File: config.mk
export PLATFORM = sky130hd
export DESIGN_NAME = verify_sequencer
export DESIGN_NICKNAME = d
export VERILOG_FILES = /design/src/rtl/verify_pkg.sv /design/src/rtl/verify_sequencer_rise_detect.sv /design/src/rtl/verify_sequencer.sv
export SDC_FILE = /design/constraint.sdc
export NUM_CORES = 1
export LEC_CHECK = 0
export ABC_AREA = 1
export ABC_CLOCK_PERIOD_IN_PS = 2850
export CAP_MARGIN = 20
export CORE_UTILIZATION = 45
export CTS_BUF_LIST = sky130_fd_sc_hd__clkbuf_16
export CTS_CLUSTER_SIZE = 30
export DETAILED_ROUTE_END_ITERATION = 10
export HOLD_SLACK_MARGIN = 0.06
export PLACE_DENSITY = 0.79
export SLEW_MARGIN = 25
export SYNTH_ARGS = -nofsm -noshare
export SYNTH_HDL_FRONTEND = slang
export SYNTH_SLANG_ARGS = --single-unit
File: constraint.sdc
create_clock -name clk -period 2.85 [get_ports clk]
set_input_delay 0.855 -clock clk [delete_from_list [all_inputs] [get_ports clk]]
set_output_delay 0.855 -clock clk [all_outputs]
set_load 0.01 [all_outputs]
File: src/rtl/verify_pkg.sv
// Shared definitions for the verification datapath:
// sequencer states and default sizes used by control FSM and memory.
package verify_pkg;

   localparam int DEPTH_DEF  = 16;
   localparam int DATA_W_DEF = 8;

   typedef enum logic [1:0] {
      IDLE  = 2'd0,
      SCAN  = 2'd1,
      DRAIN = 2'd2,
      DONE  = 2'd3
   } state_t;

endpackage

File: src/rtl/verify_sequencer_rise_detect.sv
// Registered rising-edge detector for a single level input.
// Output is high in the cycle the input is high after being low.
module rise_detect (
   input  logic clk,
   input  logic rst,
   input  logic sig,
   output logic rise
);

   logic prev;

   // remember last cycle's level
   always_ff @(posedge clk or posedge rst) begin
      if (rst) prev <= 1'b0;
      else     prev <= sig;
   end

   assign rise = sig & ~prev;

endmodule

File: src/rtl/verify_sequencer.sv
// Sweeps the verification memory, compares each word against the
// latched key, counts matches and records the first matching address.
module verify_sequencer
   import verify_pkg::*;
#(
   parameter  int DEPTH  = DEPTH_DEF,
   parameter  int DATA_W = DATA_W_DEF,
   localparam int ADDR_W = $clog2(DEPTH)
) (
   input  logic              clk,
   input  logic              rst,
   input  logic              start_verification,
   input  logic [DATA_W-1:0] key,
   output logic              mem_rd_en,
   output logic [ADDR_W-1:0] mem_addr,
   input  logic [DATA_W-1:0] mem_rdata,
   output logic              busy,
   output logic              final_analysis,
   output logic [ADDR_W:0]   match_count,
   output logic              match_found,
   output logic [ADDR_W-1:0] first_match_addr
);

   localparam logic [ADDR_W-1:0] LAST = ADDR_W'(DEPTH - 1);

   state_t              state;
   logic                start_edge;
   logic [ADDR_W-1:0]   addr;
   logic [DATA_W-1:0]   key_q;
   logic                rd_valid;
   logic [ADDR_W-1:0]   cmp_addr;
   logic                hit;

   rise_detect u_start (
      .clk  (clk),
      .rst  (rst),
      .sig  (start_verification),
      .rise (start_edge)
   );

   assign mem_addr = addr;
   assign hit      = rd_valid && (mem_rdata == key_q);

   // read data returns one cycle after the request; track its address
   always_ff @(posedge clk or posedge rst) begin
      if (rst) begin
         rd_valid <= 1'b0;
         cmp_addr <= '0;
      end else begin
         rd_valid <= mem_rd_en;
         cmp_addr <= addr;
      end
   end

   // sweep sequencing, result accumulation and completion pulse
   always_ff @(posedge clk or posedge rst) begin
      if (rst) begin
         state            <= IDLE;
         addr             <= '0;
         key_q            <= '0;
         mem_rd_en        <= 1'b0;
         busy             <= 1'b0;
         final_analysis   <= 1'b0;
         match_count      <= '0;
         match_found      <= 1'b0;
         first_match_addr <= '0;
      end else begin
         if (hit) begin
            match_count <= match_count + 1'b1;
            if (!match_found) begin
               first_match_addr <= cmp_addr;
               match_found      <= 1'b1;
            end
         end
         unique case (state)
            IDLE: begin
               final_analysis <= 1'b0;
               if (start_edge) begin
                  state            <= SCAN;
                  key_q            <= key;
                  addr             <= '0;
                  mem_rd_en        <= 1'b1;
                  busy             <= 1'b1;
                  match_count      <= '0;
                  match_found      <= 1'b0;
                  first_match_addr <= '0;
               end
            end
            SCAN: begin
               if (addr == LAST) begin
                  state     <= DRAIN;
                  addr      <= '0;
                  mem_rd_en <= 1'b0;
               end else begin
                  addr <= addr + 1'b1;
               end
            end
            DRAIN: begin
               state          <= DONE;
               busy           <= 1'b0;
               final_analysis <= 1'b1;
            end
            DONE: begin
               state          <= IDLE;
               final_analysis <= 1'b0;
            end
         endcase
      end
   end

endmodule

After elaboration in Yosys (flattened, before gate mapping):

Cells that the tools add are included.

* mux-type cells: 21
* bitwise gates (word level): 2
* add/subtract/negate cells: 2
* equal/unequal tests: 7
* reduce and logical (&&, ||, !) cells: 11

Operators by type and width (count)
* 4-bit 2-to-1 mux: 6
* 5-bit 2-to-1 mux: 3
* 8-bit == test: 1
* 2-bit one-hot mux with 4 select lines: 1
* 4-bit one-hot mux with 2 select lines: 1
* 2-bit AND reduction: 4
* 1-bit one-hot mux with 2 select lines: 3
* 2-bit nonzero test: 3
* 5-bit by 1-bit adder with 5-bit output, second input constant: 1
* 1-bit 2-to-1 mux: 5
* 4-bit by 1-bit adder with 4-bit output, second input constant: 1
* 2-bit == test, second input constant: 2
* 4-bit == test, second input constant: 1
* 2-bit 2-to-1 mux: 2
* 2-bit inequality test, second input constant: 2
* 3-bit AND reduction: 1
* 2-bit by 1-bit == test with 1-bit output, second input constant: 1
* 2-bit logical NOT: 1
* 2-bit OR reduction: 1
* 1-bit AND: 1
* 1-bit logical AND: 1
* 1-bit inverter: 1

* register bits after elaboration: 33
* logic and storage cells: 55
* bits of input ports: 19
* output and inout port bits: 17

Longest topological paths before layout:

* depth in word-level cells: 5
* gate-level depth with buffers: 10
* gate-level depth less buffers: 10

By module:

A second synthesis with hierarchy kept.

* cell total of the unflattened synthesis: 213
* area, all modules: 1645.3 sq um

By module, submodules not included
* verify_sequencer: times used 1, seq. area each 800.8 sq um, area an instance 1606.5 sq um, cells an instance 209
* rise_detect: times used 1, seq. area each 25.0 sq um, area an instance 38.8 sq um, cells an instance 4

Least setup slack after synthesis:

Ideal clock, no wire load.

* path type: input-to-reg
* start: input mem_rdata[3]
* end: register match_count[1]
* arrival: 1.571 ns
* buffers on the path: 0
* setup slack: 1.162 ns
* data required time: 2.733 ns
* stages: 9
* setup time: 0.117 ns
* cell sequence: inv_1 -> nand2_1 -> nand2_1 -> nor2_1 -> nand2_1 -> nor2_4 -> nand2_2 -> nor2_1 -> nor2_1

* cells in the longest elaborated chain, start to end: 5

RTL lines
* start: declaration: RTL line verify_sequencer.sv:16 `input logic [DATA_W-1:0] mem_rdata,`
* 8-bit == test (*): RTL line verify_sequencer.sv:42 `assign hit = rd_valid && (mem_rdata == key_q);`
* 1-bit logical AND (*): RTL line verify_sequencer.sv:42
* 5-bit 2-to-1 mux (*): RTL line verify_sequencer.sv:68 `if (hit) begin`
* 5-bit 2-to-1 mux: RTL line verify_sequencer.sv:78 `if (start_edge) begin`
* 5-bit 2-to-1 mux (*): RTL line verify_sequencer.sv:75 `unique case (state)`
* end signal: assignment: RTL line verify_sequencer.sv:69 `match_count <= match_count + 1'b1;`
* end: declaration: RTL line verify_sequencer.sv:19 `output logic [ADDR_W:0] match_count,`

Every way passes the cells marked *; elsewhere a longest branch is shown, timed or not.
A chain may end at the register's enable or synchronous reset.

Final worst setup path:

* start: input mem_rdata[4]
* end: register match_count[1]

Same word-level chain as after synthesis.

==> metrics.md <==
| Metric | Value |
|---|---|
| First-pass GRT wire length | `~5.7 mm` |
| Synthesis Warnings | `0` |
| Gr usage total | `between 10% and 20%` |
| DIE WIDTH | `between 60 and 70 um` |
| Tightest Pin Transition | `467 ps` |
| Cell Pwr Density | `approximately 800 nW/um^2` |
| Int Pwr | `1.18 mW` |
| TritonCTS Buffers | `5` |
| Crit-path most repeated cell | `nand2_1` |
| Part of the Yosys area used for sequential elements | `50.7%` |
| Ys flop type | `dfrtp_1` |
| Count of nets after finishing | `272` |
| Sequential cell fraction of total power | `39.8%` |
| Kind of critical path | `input pin to register` |
| Number of global-route vias before repair | `1350` |
| Clock Tree Buf Depth | `2` |
| Worst Setup End Kind | `register` |
| Critical Path Source Type | `input pin` |
| Final WS setup | `713 ps` |
| Worst skew pair latency | `270 ps` |
| Crit-path max cell delay | `480 ps` |
| Worst relative slew slack | `68.7%` |
| Fin crit period | `between 2000 and 2500 ps` |
| Area of the die | `3860 sq um` |
| CTS tree | `done` |
| Ant diodes | `0` |
| CP delay by family, top | `simple AND/OR/NAND/NOR gates` |
| Post-Layout Cell Count | `294` |
| Worst Clk Skew | `roughly 2.9 ps` |
| I/O Buffers | `35` |
| Post-CTS Hold Buffers | `0` |
| Status | `finished clean` |
| Initial antenna violation count | `0` |
| FP Rows | `21` |
| Design Area, Final | `2170 sq um` |
| Critical Path AT | `2330 ps` |
| Gate power share | `32.4%` |
| Detailed Place HPWL | `2.15 mm` |
| Endpoints failing setup | `0` |
| Die Y | `62.2 um` |
| Max Slew Vio Count | `0` |
| Net switching fraction of the power | `between 30% and 40%` |
| Synthesized Nets | `231` |
| Placed cell count | `286` |
| Core area | `around 3400 sq um` |
| Crit-path max FO | `10` |
| Sw power | `591 uW` |
| Clk pwr share | `between 20% and 30%` |
| WP buf/inv | `2` |
| Total wire length | `3.04 mm` |
| Setup Fix Bufs, Post-CTS | `0` |
| Layout cells sized above 1 | `6.85%` |
| Worst hold slack | `412 ps` |
| CTS Root Cell | `clkbuf_16` |
| Vias | `1342` |
| Area grow syn2layout | `32.9%` |
| Antenna Violating Nets Remaining | `0` |
| Post-CTS sizing | `0` |
| Fill cells | `~270` |
| Peak Freq | `468 MHz` |
| Placed cell areas | `2030 sq um` |
| Post-synth cell types | `21` |
| Mean Syn Cell Area | `7.91 sq um` |
| Max-cap violations | `0` |
| Syn Std Cell Area | `1630 sq um` |
| Setup_tns | `0 ps` |
| Drt first pass iters | `4` |
| Hold Vio Cnt, Final | `0` |
| Worst Path Required | `3050 ps` |
| Min-delay worst type | `register to register` |
| Peak supply drop | `approximately 530 uV` |
| CTS clock-pin slew for the worst setup and hold paths | `50 ps` |
| Post-Syn Instances | `206` |
| Routability cong. | `0.816` |
| Final core occ | `63.9%` |
| Pleak | `between 1 and 1.5 nW` |
| Starting Density | `approximately 48%` |
| Initial DRC Count | `a little over 40` |
| Global route overflow | `0` |
| Asr flop ratio synth | `100%` |
| Critical path's slowest cell | `clkdlybuf4s50_1` |
| DRC | `0` |
| EDFF count, synth | `0` |
| Drt wl/cell | `10.3 um` |
| I/O pin cnt | `36` |
| Largest net degree at the start of global routing | `34` |
| Vias per cell | `4.56` |
| Synth Register Bits | `33` |
| Worst-path cell chain | `clkdlybuf4s50_1, inv_1, nand2_1, nand2_1, nor2_1, nand2_1, nor2_4, nand2_2, nand2_2, nand2_1, nor2_1` |
| Worst slack, placed | `420 ps` |
| H-tree levels | `2` |
| Setup repair after global routing missed its margin | `no` |
| Total power | `1.78 mW` |
| Period utilization | `roughly three quarters` |
| Clk sinks | `33` |
==> cells by family (layout without fill, tap and decap cells) <==
group,after synthesis,count (layout),share of synthesized area [%]
AO/OA/AOI/OAI,19,19,6.22
XOR/XNOR,1,1,0.538
adder cells (fa/ha/maj),6,6,4.61
buffers and inverters,38,80,9.52
flip-flops,33,33,50.7
multiplexers,1,1,0.691
AND/OR/NAND/NOR,108,108,27.7
==> layout make-up <==
class / count / area, sq um / area share, %
Tap cell: 46 / 57.6 / 2.66
Multi-Input combinational cell: 135 / 648 / 29.9
Clock buffer: 5 / 125 / 5.78
Inverter: 35 / 131 / 6.07
Sequential cell: 33 / 826 / 38.1
Timing Repair Buffer: 37 / 365 / 16.9
Clock inverter: 3 / 12.5 / 0.578
==> registers in the layout (all words and copies together) (netlist names) <==
register	count
state	2
u_start.prev	1
mem_rd_en	1
match_count	5
match_found	1
mem_addr	4
busy	1
rd_valid	1
first_match_addr	4
final_analysis	1
cmp_addr	4
key_q	8
==> power groups by stage <==
stage               registers, mW  clock network (mW)  logic, mW
floorplan                   0.704                   0      0.372
global placement            0.708                   0      0.563
detailed placement          0.713                   0      0.580
CTS                         0.707               0.506      0.582
global route                0.729               0.524      0.671
finish                      0.707               0.494      0.575
==> cells in the mapped netlist, types with 2 or more instances <==
library cell	instances	area share (%)
dfrtp_1	33	51
nor2_2	4	1.5
ha_1	6	4.6
o21ai_0	11	3.4
a21oi_1	6	1.8
nor3_1	2	0.61
nor2_1	23	5.3
nand3_1	10	3.1
inv_1	34	7.8
buf_2	2	0.61
nand2_2	2	0.77
nand2_1	64	15
==> routing by layer <==
layer / part of all wire, % / track usage (%)
met1: 46 / 20.7
met2: 50 / 33.5
met3: 3.5 / 5.51
met4: 0.99 / 7.56
met5: 0 / 0
==> final timing paths <==
kind | from | to | slack, ps | cells after the start
setup / recovery | mem_rdata[4] | match_count[1]$_DFF_PP0_ | 710 | 11
hold / removal | mem_rd_en$_DFFE_PP0P_ | rd_valid$_DFF_PP0_ | 410 | 0
setup reg to reg | state[0]$_DFFE_PP0P_ | key_q[3]$_DFFE_PP0P_ | 1210 | 6
hold reg to reg | mem_rd_en$_DFFE_PP0P_ | rd_valid$_DFF_PP0_ | 410 | 0
max in group asynchronous | rst | key_q[3]$_DFFE_PP0P_ | 1590 | 3
min in group asynchronous | rst | final_analysis$_DFFE_PP0P_ | 960 | 3
==> placed cells by master, fill, tap and decap left out <==
master / netlist / routed
a21oi_1: 6 / 6
clkdlybuf4s50_1: 0 / 35
nor2_4: 1 / 1
a22oi_1: 1 / 1
nor2_2: 4 / 4
nand3_2: 1 / 1
o21ai_0: 11 / 11
nand2_2: 2 / 2
xor2_1: 1 / 1
nand3_1: 10 / 10
a2bb2oi_1: 1 / 1
clkinv_1: 1 / 3
clkbuf_16: 0 / 5
nor2_1: 23 / 23
clkinv_2: 0 / 1
nand4_1: 1 / 1
nor3_1: 2 / 2
mux2_2: 1 / 1
buf_4: 0 / 2
inv_1: 34 / 34
ha_1: 6 / 6
nand2_1: 64 / 64
dfrtp_1: 33 / 33
(Power assumes the default switching activity.)
